==> src/rtl/store_commit_buffer_if.sv <==
// Store queue bus bundle: the LSU push channel (st_*) and the D$ drain channel (mem_*).
//   slave  : the store commit buffer. It accepts pushes, drives mem_req/addr/data/be and takes mem_gnt.
//   master : the environment (LSU + D$). It drives pushes and mem_gnt.
interface store_commit_buffer_if #(
  parameter int PLEN = 56,
  parameter int XLEN = 64
);
  logic              st_valid_i;
  logic              st_ready_o;
  logic [PLEN-1:0]   st_paddr_i;
  logic [XLEN-1:0]   st_data_i;
  logic [XLEN/8-1:0] st_be_i;
  logic              mem_req_o;
  logic              mem_gnt_i;
  logic [PLEN-1:0]   mem_addr_o;
  logic [XLEN-1:0]   mem_data_o;
  logic [XLEN/8-1:0] mem_be_o;

  modport slave (
    input  st_valid_i, st_paddr_i, st_data_i, st_be_i, mem_gnt_i,
    output st_ready_o, mem_req_o, mem_addr_o, mem_data_o, mem_be_o
  );
  modport master (
    output st_valid_i, st_paddr_i, st_data_i, st_be_i, mem_gnt_i,
    input  st_ready_o, mem_req_o, mem_addr_o, mem_data_o, mem_be_o
  );
endinterface

==> src/rtl/store_commit_buffer.sv <==
// Circular store queue behind the commit stage.
// Stores are pushed speculatively by the LSU. Each commit_i pulse commits the oldest
// speculative store. Committed stores drain in order to the D$ via the req/gnt handshake.
// Ports:
//   clk_i, rst_i           clock, synchronous active-high reset
//   flush_i                discard all uncommitted stores (after this cycle's commit)
//   bus (slave)            st_* push channel, mem_* drain channel
//   commit_i               commit oldest speculative store
//   commit_ready_o         a speculative store exists
//   no_st_pending_o        queue completely empty
//   page_offset_i          load offset to check against queued stores
//   page_offset_match_o    some occupied entry has paddr[11:3] == page_offset_i[11:3]
module store_commit_buffer #(
  parameter int DEPTH = 8,
  parameter int PLEN  = 56,
  parameter int XLEN  = 64
) (
  input  logic                 clk_i,
  input  logic                 rst_i,
  input  logic                 flush_i,
  store_commit_buffer_if.slave bus,
  input  logic                 commit_i,
  output logic                 commit_ready_o,
  output logic                 no_st_pending_o,
  input  logic [11:0]          page_offset_i,
  output logic                 page_offset_match_o
);
  localparam int AW = $clog2(DEPTH);
  localparam int CW = AW + 1;  // counters span 0..DEPTH

  typedef struct packed {
    logic [PLEN-1:0]   paddr;
    logic [XLEN-1:0]   data;
    logic [XLEN/8-1:0] be;
  } entry_t;

  entry_t          mem_q [DEPTH];
  logic [AW-1:0]   rd_ptr, cm_ptr, wr_ptr, cm_nxt;
  logic [CW-1:0]   com_cnt, spec_cnt, total;
  logic            push, commit, grant;

  assign total           = com_cnt + spec_cnt;
  assign bus.st_ready_o  = (total < CW'(DEPTH));
  assign commit_ready_o  = (spec_cnt != '0);
  assign no_st_pending_o = (total == '0);
  assign bus.mem_req_o   = (com_cnt != '0);
  assign bus.mem_addr_o  = mem_q[rd_ptr].paddr;
  assign bus.mem_data_o  = mem_q[rd_ptr].data;
  assign bus.mem_be_o    = mem_q[rd_ptr].be;

  assign push   = bus.st_valid_i && bus.st_ready_o && !flush_i;
  assign commit = commit_i && commit_ready_o;
  assign grant  = bus.mem_req_o && bus.mem_gnt_i;
  // Flush rewinds wr_ptr to the cm_ptr value that already includes this cycle's commit.
  assign cm_nxt = cm_ptr + AW'(commit);

  always_ff @(posedge clk_i) begin
    if (rst_i) begin
      rd_ptr   <= '0;
      cm_ptr   <= '0;
      wr_ptr   <= '0;
      com_cnt  <= '0;
      spec_cnt <= '0;
    end else begin
      rd_ptr  <= rd_ptr + AW'(grant);
      cm_ptr  <= cm_nxt;
      com_cnt <= com_cnt + CW'(commit) - CW'(grant);
      if (flush_i) begin
        wr_ptr   <= cm_nxt;
        spec_cnt <= '0;
      end else begin
        wr_ptr   <= wr_ptr + AW'(push);
        spec_cnt <= spec_cnt + CW'(push) - CW'(commit);
      end
    end
  end

  // Entry payload needs no reset; occupancy is tracked purely by the counters.
  always_ff @(posedge clk_i) begin
    if (push) mem_q[wr_ptr] <= '{paddr: bus.st_paddr_i, data: bus.st_data_i, be: bus.st_be_i};
  end

  // An entry is occupied when its distance from rd_ptr (mod DEPTH) is below total.
  logic [AW-1:0] offs;
  always_comb begin
    page_offset_match_o = 1'b0;
    offs                = '0;
    for (int i = 0; i < DEPTH; i++) begin
      offs = AW'(i) - rd_ptr;
      if ({1'b0, offs} < total && mem_q[i].paddr[11:3] == page_offset_i[11:3])
        page_offset_match_o = 1'b1;
    end
  end

  // Double-word granularity: the low offset bits take no part in the hazard check.
  logic unused_offs_lo;
  assign unused_offs_lo = ^page_offset_i[2:0];
endmodule

==> src/flat_wrapper.sv <==
// flat-port wrapper written by rule: the top's interface ports become plain ports
module store_commit_buffer_flat 
#(
  parameter int DEPTH = 8,
  parameter int PLEN  = 56,
  parameter int XLEN  = 64
)
  (clk_i, rst_i, flush_i, commit_i, commit_ready_o, no_st_pending_o, page_offset_i, page_offset_match_o, bus_st_valid_i, bus_st_paddr_i, bus_st_data_i, bus_st_be_i, bus_mem_gnt_i, bus_st_ready_o, bus_mem_req_o, bus_mem_addr_o, bus_mem_data_o, bus_mem_be_o);
  store_commit_buffer_if #(.PLEN(PLEN), .XLEN(XLEN)) bus_i ();
  input  logic clk_i;
  input  logic rst_i;
  input  logic flush_i;
  input  logic commit_i;
  output logic commit_ready_o;
  output logic no_st_pending_o;
  input  logic [11:0] page_offset_i;
  output logic page_offset_match_o;
  input wire logic [$bits(bus_i.st_valid_i)-1:0] bus_st_valid_i;
  input wire logic [$bits(bus_i.st_paddr_i)-1:0] bus_st_paddr_i;
  input wire logic [$bits(bus_i.st_data_i)-1:0] bus_st_data_i;
  input wire logic [$bits(bus_i.st_be_i)-1:0] bus_st_be_i;
  input wire logic [$bits(bus_i.mem_gnt_i)-1:0] bus_mem_gnt_i;
  output wire logic [$bits(bus_i.st_ready_o)-1:0] bus_st_ready_o;
  output wire logic [$bits(bus_i.mem_req_o)-1:0] bus_mem_req_o;
  output wire logic [$bits(bus_i.mem_addr_o)-1:0] bus_mem_addr_o;
  output wire logic [$bits(bus_i.mem_data_o)-1:0] bus_mem_data_o;
  output wire logic [$bits(bus_i.mem_be_o)-1:0] bus_mem_be_o;
  assign bus_i.st_valid_i = bus_st_valid_i;
  assign bus_i.st_paddr_i = bus_st_paddr_i;
  assign bus_i.st_data_i = bus_st_data_i;
  assign bus_i.st_be_i = bus_st_be_i;
  assign bus_i.mem_gnt_i = bus_mem_gnt_i;
  assign bus_st_ready_o = bus_i.st_ready_o;
  assign bus_mem_req_o = bus_i.mem_req_o;
  assign bus_mem_addr_o = bus_i.mem_addr_o;
  assign bus_mem_data_o = bus_i.mem_data_o;
  assign bus_mem_be_o = bus_i.mem_be_o;
  store_commit_buffer #(.DEPTH(DEPTH), .PLEN(PLEN), .XLEN(XLEN)) u_core (.clk_i(clk_i), .rst_i(rst_i), .flush_i(flush_i), .bus(bus_i), .commit_i(commit_i), .commit_ready_o(commit_ready_o), .no_st_pending_o(no_st_pending_o), .page_offset_i(page_offset_i), .page_offset_match_o(page_offset_match_o));
endmodule
==> config.mk <==
export PLATFORM = sky130hd
export DESIGN_NAME = store_commit_buffer_flat
export DESIGN_NICKNAME = d
export VERILOG_FILES = /design/src/rtl/store_commit_buffer_if.sv /design/src/rtl/store_commit_buffer.sv /design/src/flat_wrapper.sv
export SDC_FILE = /design/constraint.sdc
export NUM_CORES = 1
export LEC_CHECK = 0
export CAP_MARGIN = 20
export CELL_PAD_IN_SITES_DETAIL_PLACEMENT = 1
export CELL_PAD_IN_SITES_GLOBAL_PLACEMENT = 2
export CORE_UTILIZATION = 30
export CTS_CLUSTER_SIZE = 8
export DETAILED_ROUTE_END_ITERATION = 8
export GPL_TIMING_DRIVEN = 0
export PLACE_DENSITY = 0.64
export SYNTH_ARGS = -nofsm -noshare
export SYNTH_HDL_FRONTEND = slang
export SYNTH_SLANG_ARGS = --single-unit
==> constraint.sdc <==
create_clock -name clk_i -period 22.5 [get_ports clk_i]
set_input_delay 4.5 -clock clk_i [delete_from_list [all_inputs] [get_ports clk_i]]
set_output_delay 4.5 -clock clk_i [all_outputs]
set_load 0.01 [all_outputs]
-- Word-level counts from Yosys, hierarchy flattened
Memories as Yosys holds them, arrays and structs flattened. A register that Yosys moved wholly into a read port is not among the register bits.
Index checks and enable logic that the tools add are counted.
- $lt $le $gt $ge: 9
- muxes and demuxes: 12
- add/subtract/negate cells: 16
- reductions and logical operators: 17
- equal/unequal tests: 8
- operator list (cell ; count):
    9-bit == test ; 8
    3-bit by 4-bit less-than comparator with 1-bit output ; 8
    1-bit logical AND ; 12
    3-bit subtractor (first input constant) ; 4
    1-bit 2-to-1 mux ; 10
    3-bit by 1-bit adder with 3-bit output ; 3
    4-bit by 1-bit adder with 4-bit output ; 2
    4-bit nonzero test ; 2
    4-bit by 1-bit subtractor with 4-bit output ; 2
    3-bit 2-to-1 mux ; 2
    1-bit by 3-bit subtractor with 3-bit output (first input constant) ; 2
    2-bit by 3-bit subtractor with 3-bit output (first input constant) ; 2
    4-bit adder ; 1
    4-bit logical NOT ; 1
    4-bit less-than comparator (second input constant) ; 1
    2-bit OR reduction ; 1
    1-bit logical NOT ; 1
- memory bits (writable): 1024
- logic and storage cells: 68
- flip-flop bits (word level): 17
- memories kept: 1
- bits of input ports: 146
- memory list (name ; words ; width ; read ports ; clocked after memory_dff ; write ports ; RTL line ; RTL):
    u_core.mem_q ; 8 ; 128 ; 9 ; 1 ; 1 ; store_commit_buffer.sv:37 ; entry_t mem_q [DEPTH];

-- Depth between registers and ports, before layout
Gate-level depths: netlist of the first run.
- word-level depth: 11
- mapped depth: 11
- depth with buffers taken out: 11

-- Least setup slack after synthesis of the first run
Ideal clock, no wire load.
- path type: input to register
- start point: in flush_i
- end point: mem u_core.mem_q[0][0] in the netlist's numbering, enable pin
- slack: 7995 ps
- arrival: 13733 ps
- buffers on the path: 1
- required time: 21727 ps
- stages: 4
- path through: clkbuf_1 -> and3b_1 -> nand2b_1 -> nor3_1
- word-level cells in the longest chain between the ends: 4
- RTL lines (what ; RTL line ; RTL):
    start: declaration ; flat_wrapper.sv:12 ; input logic flush_i;
    1-bit logical NOT ; store_commit_buffer.sv:51 ; assign push = bus.st_valid_i && bus.st_ready_o && !flush_i;
    1-bit logical AND ; store_commit_buffer.sv:51 ;
    1-bit 2-to-1 mux ; store_commit_buffer.sv:80 ; if (push) mem_q[wr_ptr] <= '{paddr: bus.st_paddr_i, data: bus.st_data_i, be: bus.st_be_i};
    1-bit 2-to-1 mux (not written as such) ; store_commit_buffer.sv:80 ;
    end: declaration ; store_commit_buffer.sv:37 ;
Every way passes these cells.

-- Worst setup path after layout of the first run
- start point: in page_offset_i[9]
- end point: out page_offset_match_o
- word-level cells in the longest chain between the ends: 10
- elaborated cells between the ends (all ways): 24
- those cells by class: eq/ne (8); mux (8); reduce/logical (8)
- RTL lines (what ; RTL line ; RTL):
    start: declaration ; flat_wrapper.sv:16 ; input logic [11:0] page_offset_i;
    9-bit == test ; store_commit_buffer.sv:90 ; if ({1'b0, offs} < total && mem_q[i].paddr[11:3] == page_offset_i[11:3])
    1-bit logical AND ; store_commit_buffer.sv:90 ;
    1-bit 2-to-1 mux (7 in a row) ; store_commit_buffer.sv:90 ;
    1-bit 2-to-1 mux (*) ; store_commit_buffer.sv:90 ;
    end: declaration ; flat_wrapper.sv:17 ; output logic page_offset_match_o;
Every way passes the cells marked *; elsewhere a longest branch is shown, timed or not.

==> flow_summary.json, run 1 <==
{
  "status": "complete, but fails checks",
  "cp_cell_sequence": "buf_4, xor2_1, nor4_1, nand4_1, mux2_2, a211oi_1, or4_1, clkdlybuf4s50_1",
  "wire_per_inst_um": 26.47,
  "synthMuxAreaShare": 0.1788,
  "gp_congestion": 0.7925,
  "setup_tns_ps": 0,
  "cts_buffers": 149,
  "worstMarginPinSlew_ps": 1077,
  "worstPathArrival_ps": 6840,
  "cts_buffer_depth": 3,
  "synth_edf_count": 1024,
  "fin_nets": 2412,
  "grt_pass1_vias": 21690,
  "vias": 19380,
  "path_clk_slew_ps": 50,
  "grt_max_degree": 24,
  "place_inst": 3853,
  "cellPowerDensity_nw_per_um2": 109.1,
  "path_max_fanout": 8,
  "port_buffers": 265,
  "first_pass_iters": 7,
  "finalHoldViolations": 0,
  "hold_class": "reg2reg",
  "period_needed_ps": 11340,
  "max_freq_ghz": 0.08820,
  "failed_checks": "DRC",
  "power.leakage_nw": 15.85,
  "synth_compound_area_frac": 0.002503,
  "yosys_warnings": 0,
  "wl_um": 107000,
  "viasPerCell": 4.795,
  "drcViolationCount": 36,
  "ir_drop_mv": 0.07550,
  "synth-main-ff-cell": "edfxtp_1",
  "dp_hpwl_um": 71540,
  "synthesis.area_um2": 40490,
  "grt_use_total": 0.1582,
  "finalPower_mw": 5.548,
  "pin_count": 279,
  "clock_latency_ps": 790,
  "rsz0062_at_grt": "false",
  "area_growth_pct": 25.60,
  "max_stage_delay_ps": 550,
  "ant_nets": 0,
  "drive_above_1_share": 0.3013,
  "async_reset_ff_frac": 0,
  "required_ps": 18000,
  "slew_headroom": 0.2817,
  "tritoncts": "yes",
  "maxSlewViolCount": 0,
  "crit_family": "simple AND/OR/NAND/NOR gates",
  "syn_avg_cell_area_um2": 23.24,
  "netlist_instances": 1742,
  "crit_slowest_cell": "clkdlybuf4s50_1",
  "cp_num_buf_inv": 2,
  "overflow": 0,
  "die_width_um": 369.4,
  "final_cells": 4042,
  "row_count": 134,
  "synth_top_family_by_area": "multiplexers",
  "synth.distinct_cells": 34,
  "drt-initial-drc-count": 1153,
  "ys_ff_latch": 1041,
  "start_kind": "primary input",
  "postCtsResizedCells": 0,
  "synth_fp_nets": 1918,
  "yosys.area_share.xor_xnor": 0.01882,
  "fp.dieH_um": 369.4,
  "die_area_um2": 136400,
  "ctsHoldBuffers": 0,
  "core-area_um2": 133600,
  "finalInstanceArea_um2": 50860,
  "end_kind": "output port",
  "place_area_um2": 46720,
  "root_buffer": "clkbuf_16",
  "grt_pass1_wl_um": 153800,
  "synth-simple-area-share": 0.009703,
  "path_class": "in2out",
  "cts_setup_buffers": 0,
  "start_util": 0.3030,
  "antenna_found_initial": 21,
  "period_share": 0.5039,
  "cts.sinks": 1041,
  "skew_ps": 39.17,
  "setup_viol": 0,
  "synthAdderAreaFrac": 0.01088,
  "yosysSeqAreaShare": 0.7678,
  "ctsHtreeMaxLevel": 4,
  "cap_violations": 0
}
==> power breakdown <==
| part | internal (mW) | leakage, nW | total [mW] | switching (mW) |
|---|---|---|---|---|
| Combinational | 0.670 | 4.46 | 1.30 | 0.626 |
| Clock | 1.19 | 2.01 | 2.01 | 0.821 |
| Sequential | 2.22 | 9.37 | 2.24 | 0.0223 |
==> cells in the final DEF, fill, tap and decap left out, drive strengths merged, types with 2 or more instances in the layout <==
cell / n
a22oi: 2
a211oi: 3
maj3: 4
a21o: 3
and2: 4
xor2: 42
nand2: 9
inv: 26
diode: 4
nor2b: 5
nand3: 6
mux2: 129
buf: 118
clkbuf: 209
nand2b: 4
a21oi: 7
mux4: 256
mux2i: 2
dfxtp: 17
nor4: 9
nor3: 9
nand4: 8
edfxtp: 1024
nor2: 17
clkinv: 12
fa: 3
xnor2: 45
ha: 27
clkdlybuf4s50: 265
==> synthesized netlist by cell type (11+ instances only) <==
master | n | area [µm²]
edfxtp_1 | 1024 | 30750
mux4_2 | 256 | 5766
mux2_2 | 129 | 1453
xnor2_1 | 45 | 394.1
clkbuf_1 | 44 | 165.2
xor2_1 | 42 | 367.9
buf_2 | 28 | 140.1
ha_1 | 27 | 337.8
inv_1 | 18 | 67.56
dfxtp_1 | 17 | 340.3
nor2_1 | 17 | 63.81
buf_4 | 11 | 82.58
==> cell type report <==
class | count | area [µm²]
Clock inverter | 20 | 342.8
Fill cell | 12730 | 82770
Tap cell | 1768 | 2212
Antenna cell | 4 | 10.01
Inverter | 18 | 67.56
Sequential cell | 1041 | 31090
Buffer | 84 | 404.1
Timing Repair Buffer | 343 | 3953
Clock buffer | 165 | 3789
Multi-Input combinational cell | 599 | 8990
==> registers in the layout, indices dropped and copies added, names as in the netlist <==
register,flops
u_core.spec_cnt,4
u_core.com_cnt,4
u_core.cm_ptr,3
u_core.mem_q,1024
u_core.wr_ptr,3
u_core.rd_ptr,3
==> final timing paths <==
check | start | cells after the start | slack, ps | endpoint
setup / recovery | page_offset_i[9] | 8 | 11160 | page_offset_match_o
hold / removal | u_core.cm_ptr[2] | 2 | 520 | u_core.cm_ptr[2]
setup reg to reg | u_core.com_cnt[1] | 12 | 18380 | u_core.mem_q[1][64]
hold reg to reg | u_core.cm_ptr[2] | 2 | 520 | u_core.cm_ptr[2]
==> tightest hold or removal path, stage by stage, from the launching register on <==
cell,delay (ps)
dfxtp_1,320
xnor2_1,80
nor2_1,80
==> metrics by stage <==
step	setup slack [ps]	hold WS, ps	util
4_1_cts	11140	522.2	0.3805
2_1_floorplan	7995	472.1	-
3_5_place_dp	11160	507.7	0.3496
3_3_place_gp	-4326	499.0	0.3394
5_1_grt	11070	553.8	0.3805
6_report	11160	520.8	0.3806
==> layer usage <==
layer  vias up  GRT usage  wire length [µm]
li1       8247          -                 -
met1     10460     0.2018             45490
met2       480     0.2625             52810
met3       171    0.04188              6218
met4        28    0.04836              2303
met5         -          0               181
==> cells by family (layout without fill, tap and decap cells) <==
family,after synthesis,count (layout)
flip-flops,1041,1041
XOR/XNOR,87,87
adder cells (fa/ha/maj),34,34
AO/OA/AOI/OAI,16,16
AND/OR/NAND/NOR,75,75
other,0,4
buffers and inverters,102,630
multiplexers,387,387
Note: power is estimated with default switching activity, not from simulation.
==> inputs of run 2 (changes only) <==
clock period = 10.76 ns   (was 22.5 ns; I/O delays follow)
==> run 2 against run 1 <==
Effect of this change: the run still ends with DRC left; wire length grew 0.69%; register-to-register slack lost 11000 ps; setup slack lost 7900 ps; combinational power grew 110%; cell count shrank 0.49%; critical endpoint unchanged; largest power group unchanged; highest routed layer unchanged.
==> flow_summary.json, run 2 (same netlist as run 1, synthesis figures left out) <==
{
  "status": "complete, but fails checks",
  "failed_checks": "DRC",
  "use_met3": 0.04927,
  "grt_max_degree": 24,
  "cts_buffers": 148,
  "setup_viol": 0,
  "clock_latency_ps": 770,
  "postCtsResizedCells": 0,
  "port_buffers": 265,
  "period_share": 0.6994,
  "grt_use_total": 0.1601,
  "ctsHoldBuffers": 0,
  "ant_nets": 0,
  "path_max_fanout": 10,
  "worstHoldStart": "u_core.cm_ptr[2]",
  "top_usage_layer": "met2",
  "overflow": 0,
  "required_ps": 8610,
  "cts.sinks": 1041,
  "start_util": 0.3030,
  "core-area_um2": 133600,
  "reg.largest.list": "u_core.mem_q (1024), u_core.com_cnt (4), u_core.spec_cnt (4)",
  "max_freq_ghz": 0.1329,
  "use_met1": 0.2041,
  "globalRouteMet2Util": 0.2625,
  "cellPowerDensity_nw_per_um2": 228.2,
  "cap_violations": 0,
  "antenna_found_initial": 20,
  "reg2regPathDepth": 10,
  "final_util": 0.3811,
  "cts_setup_buffers": 0,
  "grt_pass1_wl_um": 154600,
  "dp_hpwl_um": 70010,
  "skew_ps": 31.60,
  "hold_class": "reg2reg",
  "path_clk_slew_ps": 50,
  "root_buffer": "clkbuf_16",
  "ir_drop_mv": 0.1531,
  "swShare": 0.2642,
  "timing.rr.end": "u_core.mem_q[5][58]",
  "row_count": 134,
  "grt_pass1_vias": 21360,
  "mostFrequentLayoutCells": "edfxtp_1 (1024), clkdlybuf4s50_1 (265), mux4_2 (256)",
  "pin_count": 279,
  "tritoncts": "yes",
  "viasPerCell": 4.738,
  "wl_um": 107700,
  "period_needed_ps": 7526,
  "rsz0062_at_grt": "false",
  "ctsHtreeMaxLevel": 4,
  "start_kind": "flip-flop",
  "maxSlewViolCount": 0,
  "switching_power_mw": 3.070,
  "largest_register_ffs": 1024,
  "finalHoldViolations": 0,
  "drive_above_1_share": 0.2956,
  "rrSetupSlack_ps": 6900,
  "cts_buffer_depth": 3,
  "end_kind": "output port",
  "die_width_um": 369.4,
  "die_area_um2": 136400,
  "vias": 19060,
  "area_growth_pct": 25.77,
  "power.internal_mw": 8.550,
  "wire_per_inst_um": 26.79,
  "worstMarginPinSlew_ps": 1034,
  "slew_headroom": 0.3109,
  "combPwrFrac": 0.236,
  "whs_path_depth": 2,
  "setup_tns_ps": 0,
  "n_fill_cell": 12680,
  "path_class": "reg2out",
  "min_to": "u_core.cm_ptr[2]",
  "pwr-share-clk": 0.360,
  "gp_congestion": 0.7967,
  "top_register": "u_core.mem_q",
  "fp.dieH_um": 369.4,
  "drcViolationCount": 60,
  "layout_commonest_cell": "edfxtp_1",
  "reg2reg_from": "u_core.com_cnt[1]",
  "power.leakage_nw": 15.81,
  "seqPwrFrac": 0.403,
  "fin_nets": 2395,
  "first_pass_iters": 6,
  "worstPathArrival_ps": 5370,
  "drt-initial-drc-count": 1281
}
==> run 2: cell count changes in the layout (fill, tap and decap cells not counted), sizes merged <==
cell | previous run | this run
clkinv | 12 | 11
buf | 118 | 102
inv | 26 | 22
clkbuf | 209 | 210
==> run 2: area by class of cell <==
| cell class | instances | area (µm²) | area share |
|---|---|---|---|
| Sequential cell | 1041 | 31090 | 0.6105 |
| Antenna cell | 4 | 10.01 | 0.0001966 |
| Multi-Input combinational cell | 599 | 9002 | 0.1768 |
| Timing Repair Buffer | 327 | 4016 | 0.07887 |
| Buffer | 84 | 404.1 | 0.007936 |
| Inverter | 18 | 67.56 | 0.001327 |
| Clock buffer | 166 | 3792 | 0.07447 |
| Clock inverter | 15 | 330.3 | 0.006486 |
| Tap cell | 1768 | 2212 | 0.04344 |
==> run 2: worst max-delay path by stage <==
stage / start / end / slack [ps] / cells after the start
5_1_grt: u_core.rd_ptr[1] / page_offset_match_o / 2960 / 12
3_5_place_dp: u_core.rd_ptr[1] / page_offset_match_o / 3890 / 12
3_3_place_gp: bus_st_valid_i / u_core.mem_q[3][45] / -5910 / 4
6_report: u_core.rd_ptr[1] / page_offset_match_o / 3230 / 12
4_1_cts: u_core.rd_ptr[1] / page_offset_match_o / 3010 / 12
2_1_floorplan: flush_i / u_core.mem_q[6][0] / 2040 / 4
==> run 2: worst max-delay path, stage by stage (launching register included) <==
cell,delay (ps)
dfxtp_1,400
buf_2,340
buf_2,480
clkbuf_1,820
inv_1,230
ha_1,370
ha_1,290
a21oi_1,80
maj3_1,330
a22oi_1,150
nand2_1,90
or4_1,510
clkdlybuf4s50_1,510
==> run 2: stage by stage <==
stage          total power [mW]  hold WS [ps]  setup slack, ps  instance area [µm²]  std cells
2_1_floorplan             6.329         472.1             2041                40500       1742
3_3_place_gp              7.526         495.1            -5906                45370       3775
3_5_place_dp              7.589         529.4             3893                46790       3837
4_1_cts                   11.87         543.4             3008                50920       4018
5_1_grt                   12.13         577.7             2955                50920       4018
6_report                  11.62         538.5             3234                50930       4022
==> run 2: routing by layer <==
layer | vias to the layer above | wire length, µm | part of all wire
li1 | 8228 | - | -
met1 | 10220 | 46230 | 0.43
met2 | 435 | 52760 | 0.49
met3 | 153 | 6443 | 0.060
met4 | 26 | 2132 | 0.020
met5 | - | 167 | 0.0016
==> run 2: power groups by stage <==
stage	Clock [mW]	Sequential (mW)	Combinational, mW
6_report	4.19	4.69	2.75
5_1_grt	4.47	4.69	2.97
4_1_cts	4.34	4.69	2.85
3_5_place_dp	0	4.76	2.83
3_3_place_gp	0	4.83	2.70
2_1_floorplan	0	4.78	1.55
